File: src/rtl/txcrc_sched.sv
// Transmit scheduler feeding a byte-wide CRC appender: pads short frames,
// reserves the CRC flush window, enforces the inter-packet gap and aborts on underrun.
module txcrc_sched #(
  parameter int MIN_LEN   = 60,
  parameter int CRC_BYTES = 4,
  parameter int IPG_BYTES = 12,
  parameter int LGLEN     = 11
) (
  input  logic       i_clk,
  input  logic       i_reset,
  input  logic       i_ce,
  input  logic       i_cfg_crc,
  input  logic       i_cfg_pad,
  input  logic       i_valid,
  output logic       o_ready,
  input  logic [7:0] i_data,
  input  logic       i_last,
  output logic       o_crc_v,
  output logic [7:0] o_crc_d,
  output logic       o_crc_en,
  output logic       o_busy,
  output logic       o_underrun
);

  typedef enum logic [2:0] {IDLE, DATA, PAD, FLUSH, DRAIN, IPG} state_t;

  localparam logic [LGLEN-1:0] MIN_L    = LGLEN'(MIN_LEN);
  localparam logic [7:0]       CRC_LAST = 8'(CRC_BYTES - 1);
  localparam logic [7:0]       IPG_LAST = 8'(IPG_BYTES - 1);

  state_t           state_q;
  logic [LGLEN-1:0] cnt_q;
  logic [7:0]       gap_q;
  logic             crc_q;
  logic             pad_q;
  logic             crc_v_q;
  logic [7:0]       crc_d_q;
  logic             crc_en_q;
  logic             underrun_q;

  function automatic logic [LGLEN-1:0] sat_inc(input logic [LGLEN-1:0] c);
    return (&c) ? c : c + 1'b1;
  endfunction

  // With CRC disabled there is nothing to flush, so the gap starts immediately.
  function automatic state_t after_payload(input logic crc);
    return (crc && CRC_BYTES > 0) ? FLUSH : IPG;
  endfunction

  function automatic state_t after_last(input logic pad, input logic crc,
                                        input logic [LGLEN-1:0] n);
    return (pad && n < MIN_L) ? PAD : after_payload(crc);
  endfunction

  assign o_ready    = i_ce && (state_q == IDLE || state_q == DATA || state_q == DRAIN);
  assign o_crc_v    = crc_v_q;
  assign o_crc_d    = crc_d_q;
  assign o_crc_en   = crc_en_q;
  assign o_underrun = underrun_q;
  assign o_busy     = (state_q != IDLE);

  always_ff @(posedge i_clk or posedge i_reset) begin
    if (i_reset) begin
      state_q    <= IDLE;
      cnt_q      <= '0;
      gap_q      <= '0;
      crc_q      <= 1'b0;
      pad_q      <= 1'b0;
      crc_v_q    <= 1'b0;
      crc_d_q    <= '0;
      crc_en_q   <= 1'b0;
      underrun_q <= 1'b0;
    end else begin
      underrun_q <= 1'b0;
      if (i_ce) begin
        case (state_q)
          IDLE: begin
            crc_v_q <= 1'b0;
            if (i_valid) begin
              crc_q    <= i_cfg_crc;
              pad_q    <= i_cfg_pad;
              crc_en_q <= i_cfg_crc;
              cnt_q    <= LGLEN'(1);
              crc_v_q  <= 1'b1;
              crc_d_q  <= i_data;
              state_q  <= i_last ? after_last(i_cfg_pad, i_cfg_crc, LGLEN'(1)) : DATA;
            end
          end
          DATA: begin
            if (i_valid) begin
              crc_v_q <= 1'b1;
              crc_d_q <= i_data;
              cnt_q   <= sat_inc(cnt_q);
              if (i_last) state_q <= after_last(pad_q, crc_q, sat_inc(cnt_q));
            end else begin
              // Dropping enable with valid makes the appender discard its CRC.
              crc_v_q    <= 1'b0;
              crc_en_q   <= 1'b0;
              underrun_q <= 1'b1;
              state_q    <= DRAIN;
            end
          end
          PAD: begin
            crc_v_q <= 1'b1;
            crc_d_q <= 8'h00;
            cnt_q   <= sat_inc(cnt_q);
            if (sat_inc(cnt_q) >= MIN_L) state_q <= after_payload(crc_q);
          end
          FLUSH: begin
            crc_v_q <= 1'b0;
            if (gap_q == CRC_LAST) begin
              gap_q   <= '0;
              state_q <= IPG;
            end else begin
              gap_q <= gap_q + 1'b1;
            end
          end
          DRAIN: begin
            crc_v_q <= 1'b0;
            if (i_valid && i_last) state_q <= IPG;
          end
          IPG: begin
            crc_v_q <= 1'b0;
            if (gap_q == IPG_LAST) begin
              gap_q    <= '0;
              crc_en_q <= 1'b0;
              state_q  <= IDLE;
            end else begin
              gap_q <= gap_q + 1'b1;
            end
          end
          default: state_q <= IDLE;
        endcase
      end
    end
  end

endmodule

File: config.mk
export PLATFORM = sky130hd
export DESIGN_NAME = txcrc_sched
export DESIGN_NICKNAME = d
export VERILOG_FILES = /design/src/rtl/txcrc_sched.sv
export SDC_FILE = /design/constraint.sdc
export NUM_CORES = 1
export LEC_CHECK = 0
export CAP_MARGIN = 20
export CORE_MARGIN = 2
export CORE_UTILIZATION = 50
export DETAILED_ROUTE_END_ITERATION = 16
export GPL_TIMING_DRIVEN = 0
export PLACE_DENSITY = 0.82
export SLEW_MARGIN = 20
export SYNTH_ARGS = -nofsm -noshare
export SYNTH_HDL_FRONTEND = slang
export SYNTH_SLANG_ARGS = --single-unit
export TNS_END_PERCENT = 10
File: constraint.sdc
create_clock -name i_clk -period 5.5 [get_ports i_clk]
set_input_delay 1.1 -clock i_clk [delete_from_list [all_inputs] [get_ports i_clk]]
set_output_delay 1.1 -clock i_clk [all_outputs]
set_load 0.02 [all_outputs]
; After elaboration in Yosys (flattened, before gate mapping)
; Index checks and enable logic that the tools add are counted.
[totals]
input_bits = 15
regBits = 35
elab_cells = 82
output_inout_bits = 13
[op_classes]
mux = 31
reduce_logical = 22
n_lt_le_gt_ge = 2
eq_ne = 16
add_sub_neg = 2
[op_table]
columns = operator, count
row1 = $mux 3, 12
row2 = $mux 11, 3
row3 = $pmux 11 s3, 1
row4 = $pmux 8 s2, 2
row5 = $mux 8, 3
row6 = $pmux 3 s6, 1
row7 = $ne 2x2->1 const B, 6
row8 = $reduce_bool 3->1, 4
row9 = $add 11x1->11 const B, 1
row10 = $ge 11x6->1 const B, 1
row11 = $lt 11x6->1 const B, 1
row12 = $reduce_and 11->1, 1
row13 = $add 8x1->8 const B, 1
row14 = $eq 8x2->1 const B, 1
row15 = $eq 8x4->1 const B, 1
row16 = $mux 1, 7
row17 = $reduce_and 7->1, 1
row18 = $eq 3x2->1 const B, 2
row19 = $eq 3x3->1 const B, 2
row20 = $pmux 1 s3, 2
row21 = $reduce_and 3->1, 2
row22 = $reduce_and 5->1, 1
row23 = $ne 2x1->1 const B, 2
row24 = $reduce_and 2->1, 2
row25 = 9 further kinds, 13

; Depth between registers and ports, before layout
[depth]
depth_word = 8
ltp_mapped = 9
mapped_depth_nobuf = 7

; Worst setup path after synthesis
; OpenSTA, ideal clock, no wires.
[synth_timing]
path_type = input-to-output
from = input i_ce
to = output o_ready
path_stages = 2
required_ns = 4.400
arrival_ns = 1.567
setup_slack_ns = 2.833
path_cell_list = clkbuf_8 -> nor2b_1
[synth_between]
elab_chain_len = 1
[synth_lines]
columns = element, line
row1 = from (decl), 11  ; input logic i_ce,
row2 = $logic_and 1x1->1, 55  ; assign o_ready = i_ce && (state_q == IDLE || state_q == DATA || state_q == DRAIN);
row3 = to (decl), 15  ; output logic o_ready,
; Every way passes these cells.

; Worst setup path after layout
[layout_timing]
from = register state_q[2]
to = output o_ready
[layout_between]
elab_chain_len = 4
word_cells_on_any_way = 6
classes_between = eq/ne: 2 / reduce/logical: 4
[layout_lines]
columns = element, line
row1 = from (decl), 31  ; state_t state_q;
row2 = from (signal assigned), 86  ; state_q <= i_last ? after_last(i_cfg_pad, i_cfg_crc, LGLEN'(1)) : DATA;
row3 = from (signal assigned), 94  ; if (i_last) state_q <= after_last(pad_q, crc_q, sat_inc(cnt_q));
row4 = from (signal assigned), 107  ; if (sat_inc(cnt_q) >= MIN_L) state_q <= after_payload(crc_q);
row5 = $eq 3x1->1 or $logic_not 3->1 (tied branches), 55
row6 = $logic_or 1x1->1, 55
row7 = $logic_or 1x1->1 (*), 55
row8 = $logic_and 1x1->1 (*), 55
; Mark *: on every way between the ends. The rest lies on a longest branch, timed or not.

==> flow_metrics.tcl <==
set metrics [dict create \
    yosysWarnings 0 \
    dieHeight_um 70.3 \
    synth_edf_count 0 \
    synth_seq_cells 35 \
    grt_overflow_total 0 \
    synth_top_family_by_area "compound AO/OA/AOI/OAI gates" \
    clock_latency_ps 290 \
    slew_viol_final 0 \
    r2r_slack_ps 3150 \
    cts_resized 0 \
    via_per_inst 5.68 \
    min_period_ps 3290 \
    avgRoutedWirePerCell_um 14.2 \
    cts_max_level 2 \
    die_area_um2 4940 \
    finalPower_w 0.00120 \
    syn_area_per_cell_um2 8.82 \
    synth_compound_area_frac 0.227 \
    clkTransAtPathRegs_ps 70 \
    ys_types 52 \
    cellPowerDensity_nw_per_um2 456 \
    min_to "o_crc_d[4]" \
    slowest_delay_ps 610 \
    cts.sinks 35 \
    seq_area_um2 876 \
    yosysMostFrequentCell "nand2_1" \
    async_reset_ff_frac 1.00 \
    wl_um 4750 \
    finalHoldViolations 0 \
    dp_hpwl_um 3430 \
    synth_fp_nets 268 \
    drive_gt1_frac 0.121 \
    max-vdd-ir-drop_mv 0.252 \
    cap_violations 0 \
    yosysSeqAreaShare 0.399 \
    nNetsFinal 301 \
    synth-simple-area-share 0.216 \
    cp_slowest_cell "clkdlybuf4s50_1" \
    r2r-end "cnt_q[5]" \
    tightest_slew_ps 718 \
    setup_viol_count_final 0 \
    gp_congestion 0.962 \
    grt_max_degree 36 \
    multi_input_area_um2 1180 \
    fmax_mhz 304 \
    critPathMaxFanout 9 \
    finClkSkew_ps 11.8 \
    synth_top_area_share 0.399 \
    max-slew-margin-rel 0.521 \
    cts_setup_buffers 0 \
    fin_crit_sh 0.599 \
    insertedDiodeCount 0 \
    critical_path_class "flip-flop to output pin" \
    drt-initial-drc-count 155 \
    holdPathStages 2 \
    synth_fa_ha_area_frac 0.0228 \
    first_global_vias 1774 \
    synth_top_flop_cell "dfrtp_1" \
    hold_class "flip-flop to flip-flop" \
    via_count 1898 \
    hp-start "o_crc_d[4]" \
    grt_pass1_wl_um 7910 \
    worst_ep_required_time_ps 4400 \
    synth_commonest_cells "41 x nand2_1, 35 x dfrtp_1, 28 x o21ai_0" \
    antenna_found_initial 0 \
    die_w_um 70.3 \
    status "finished, final reports clean" \
    rr_startpoint "state_q[2]" \
    clockBufferDepth 2 \
    yosysTopAreaCell "dfrtp_1" \
    cp_cell_sequence "clkbuf_8 > inv_1 > ha_1 > a21oi_1 > nor2b_1 > clkdlybuf4s50_1" \
    num_rows 24 \
    grt_usage 0.200 \
    cts_tree "yes" \
    finalSetupTns_ps 0 \
    io_pins 28 \
    synthMuxAreaShare 0.0291 \
    endpoint_kind "output pin" \
    leakage_nw 1.13 \
    ant_nets 0 \
    initial_utilization 0.511 \
    drc_errors 0 \
    start_kind "flip-flop" \
    drtPass1Iterations 4 \
    syn_inst 249 \
    fillers 372 \
    core-area_um2 4290 \
    syn2layout_area_growth_pct 19.5 \
    rsz0062_at_grt "false" \
    cts_inserted_buffers 5 \
    yosys-top-cells-area "dfrtp_1 40%, nand2_1 7.0%, o21ai_0 6.4%, a21oi_1 3.4%, nand3_1 3.0%" \
    synthXorXnorAreaFrac 0.0439 \
    worst_r2r_path_depth 8 \
    cts_hold_buf 0 \
    syn_area_um2 2200 \
    portBuffers 26 \
    cts_root_buf "clkbuf_8" \
    crit_arrival_ps 2190 \
]
final cells by class:
type / count / share of cell area
clock inverters: 1 / 0.0114
clock buffers: 6 / 0.0277
well taps: 52 / 0.0248
multi-input cells: 191 / 0.451
inverters: 9 / 0.0129
repair buffers: 26 / 0.0992
flip-flops and latches: 35 / 0.334
plain buffers: 14 / 0.0396
power by group:
group          switching (W)  total, W  internal (W)
clock              0.0000886  0.000221      0.000133
combinational       0.000341  0.000596      0.000255
sequential         0.0000517  0.000378      0.000326
metrics by stage:
stage	instances	util	instance area (um2)	setup slack [ps]	hold slack, ps
3_5_place_dp	327	0.587	2520	2420	468
3_3_place_gp	327	0.587	2520	2410	461
4_1_cts	334	0.611	2620	2250	483
2_1_floorplan	249	-	2200	2830	446
6_report	334	0.611	2620	2210	476
5_1_grt	334	0.611	2620	2130	512
logic make-up (layout without fill, tap and decap cells):
kind of cell	after synthesis	in the layout
fa+ha+maj	4	4
simple gates	98	98
flops	35	35
mux	6	6
compound gates	72	72
xor+xnor	11	11
buf+inv	23	56
per-layer routing:
metal,up-vias,part of all wire,track usage
li1,966,-,-
met1,859,0.47,0.274
met2,65,0.46,0.301
met3,8,0.058,0.0534
met4,0,0.011,0.0769
met5,-,0,0
state kept, by name (all words and copies together), names as in the netlist, 3 cells and up:
register,flops
cnt_q,11
gap_q,8
o_crc_d,8
state_q,3
layout by cell type, fill, tap and decap left out, types with 7 or more instances in the layout:
| cell type | n |
|---|---|
| a21oi_1 | 15 |
| clkbuf_8 | 9 |
| clkdlybuf4s50_1 | 26 |
| dfrtp_1 | 35 |
| inv_1 | 8 |
| nand2_1 | 41 |
| nand3_1 | 13 |
| nor2_1 | 12 |
| o21ai_0 | 28 |
| xnor2_1 | 7 |
worst max-delay path: cells and delay by family, from the launching register on:
| family | cells | cell delay (ps) |
|---|---|---|
| adder cells (fa/ha/maj) | 1 | 350 |
| buffers and inverters | 3 | 940 |
| AO/OA/AOI/OAI | 1 | 80 |
| flip-flops | 1 | 400 |
| AND/OR/NAND/NOR | 1 | 130 |
worst max-delay path by stage:
stage / startpoint / endpoint / slack (ps) / depth (start not counted)
global placement: i_ce / o_ready / 2410 / 3
global route: state_q[2] / o_ready / 2130 / 6
CTS: state_q[2] / o_ready / 2250 / 6
finish: state_q[2] / o_ready / 2210 / 6
floorplan: i_ce / o_ready / 2830 / 2
detailed placement: i_ce / o_ready / 2420 / 3
(Power assumes the default switching activity.)
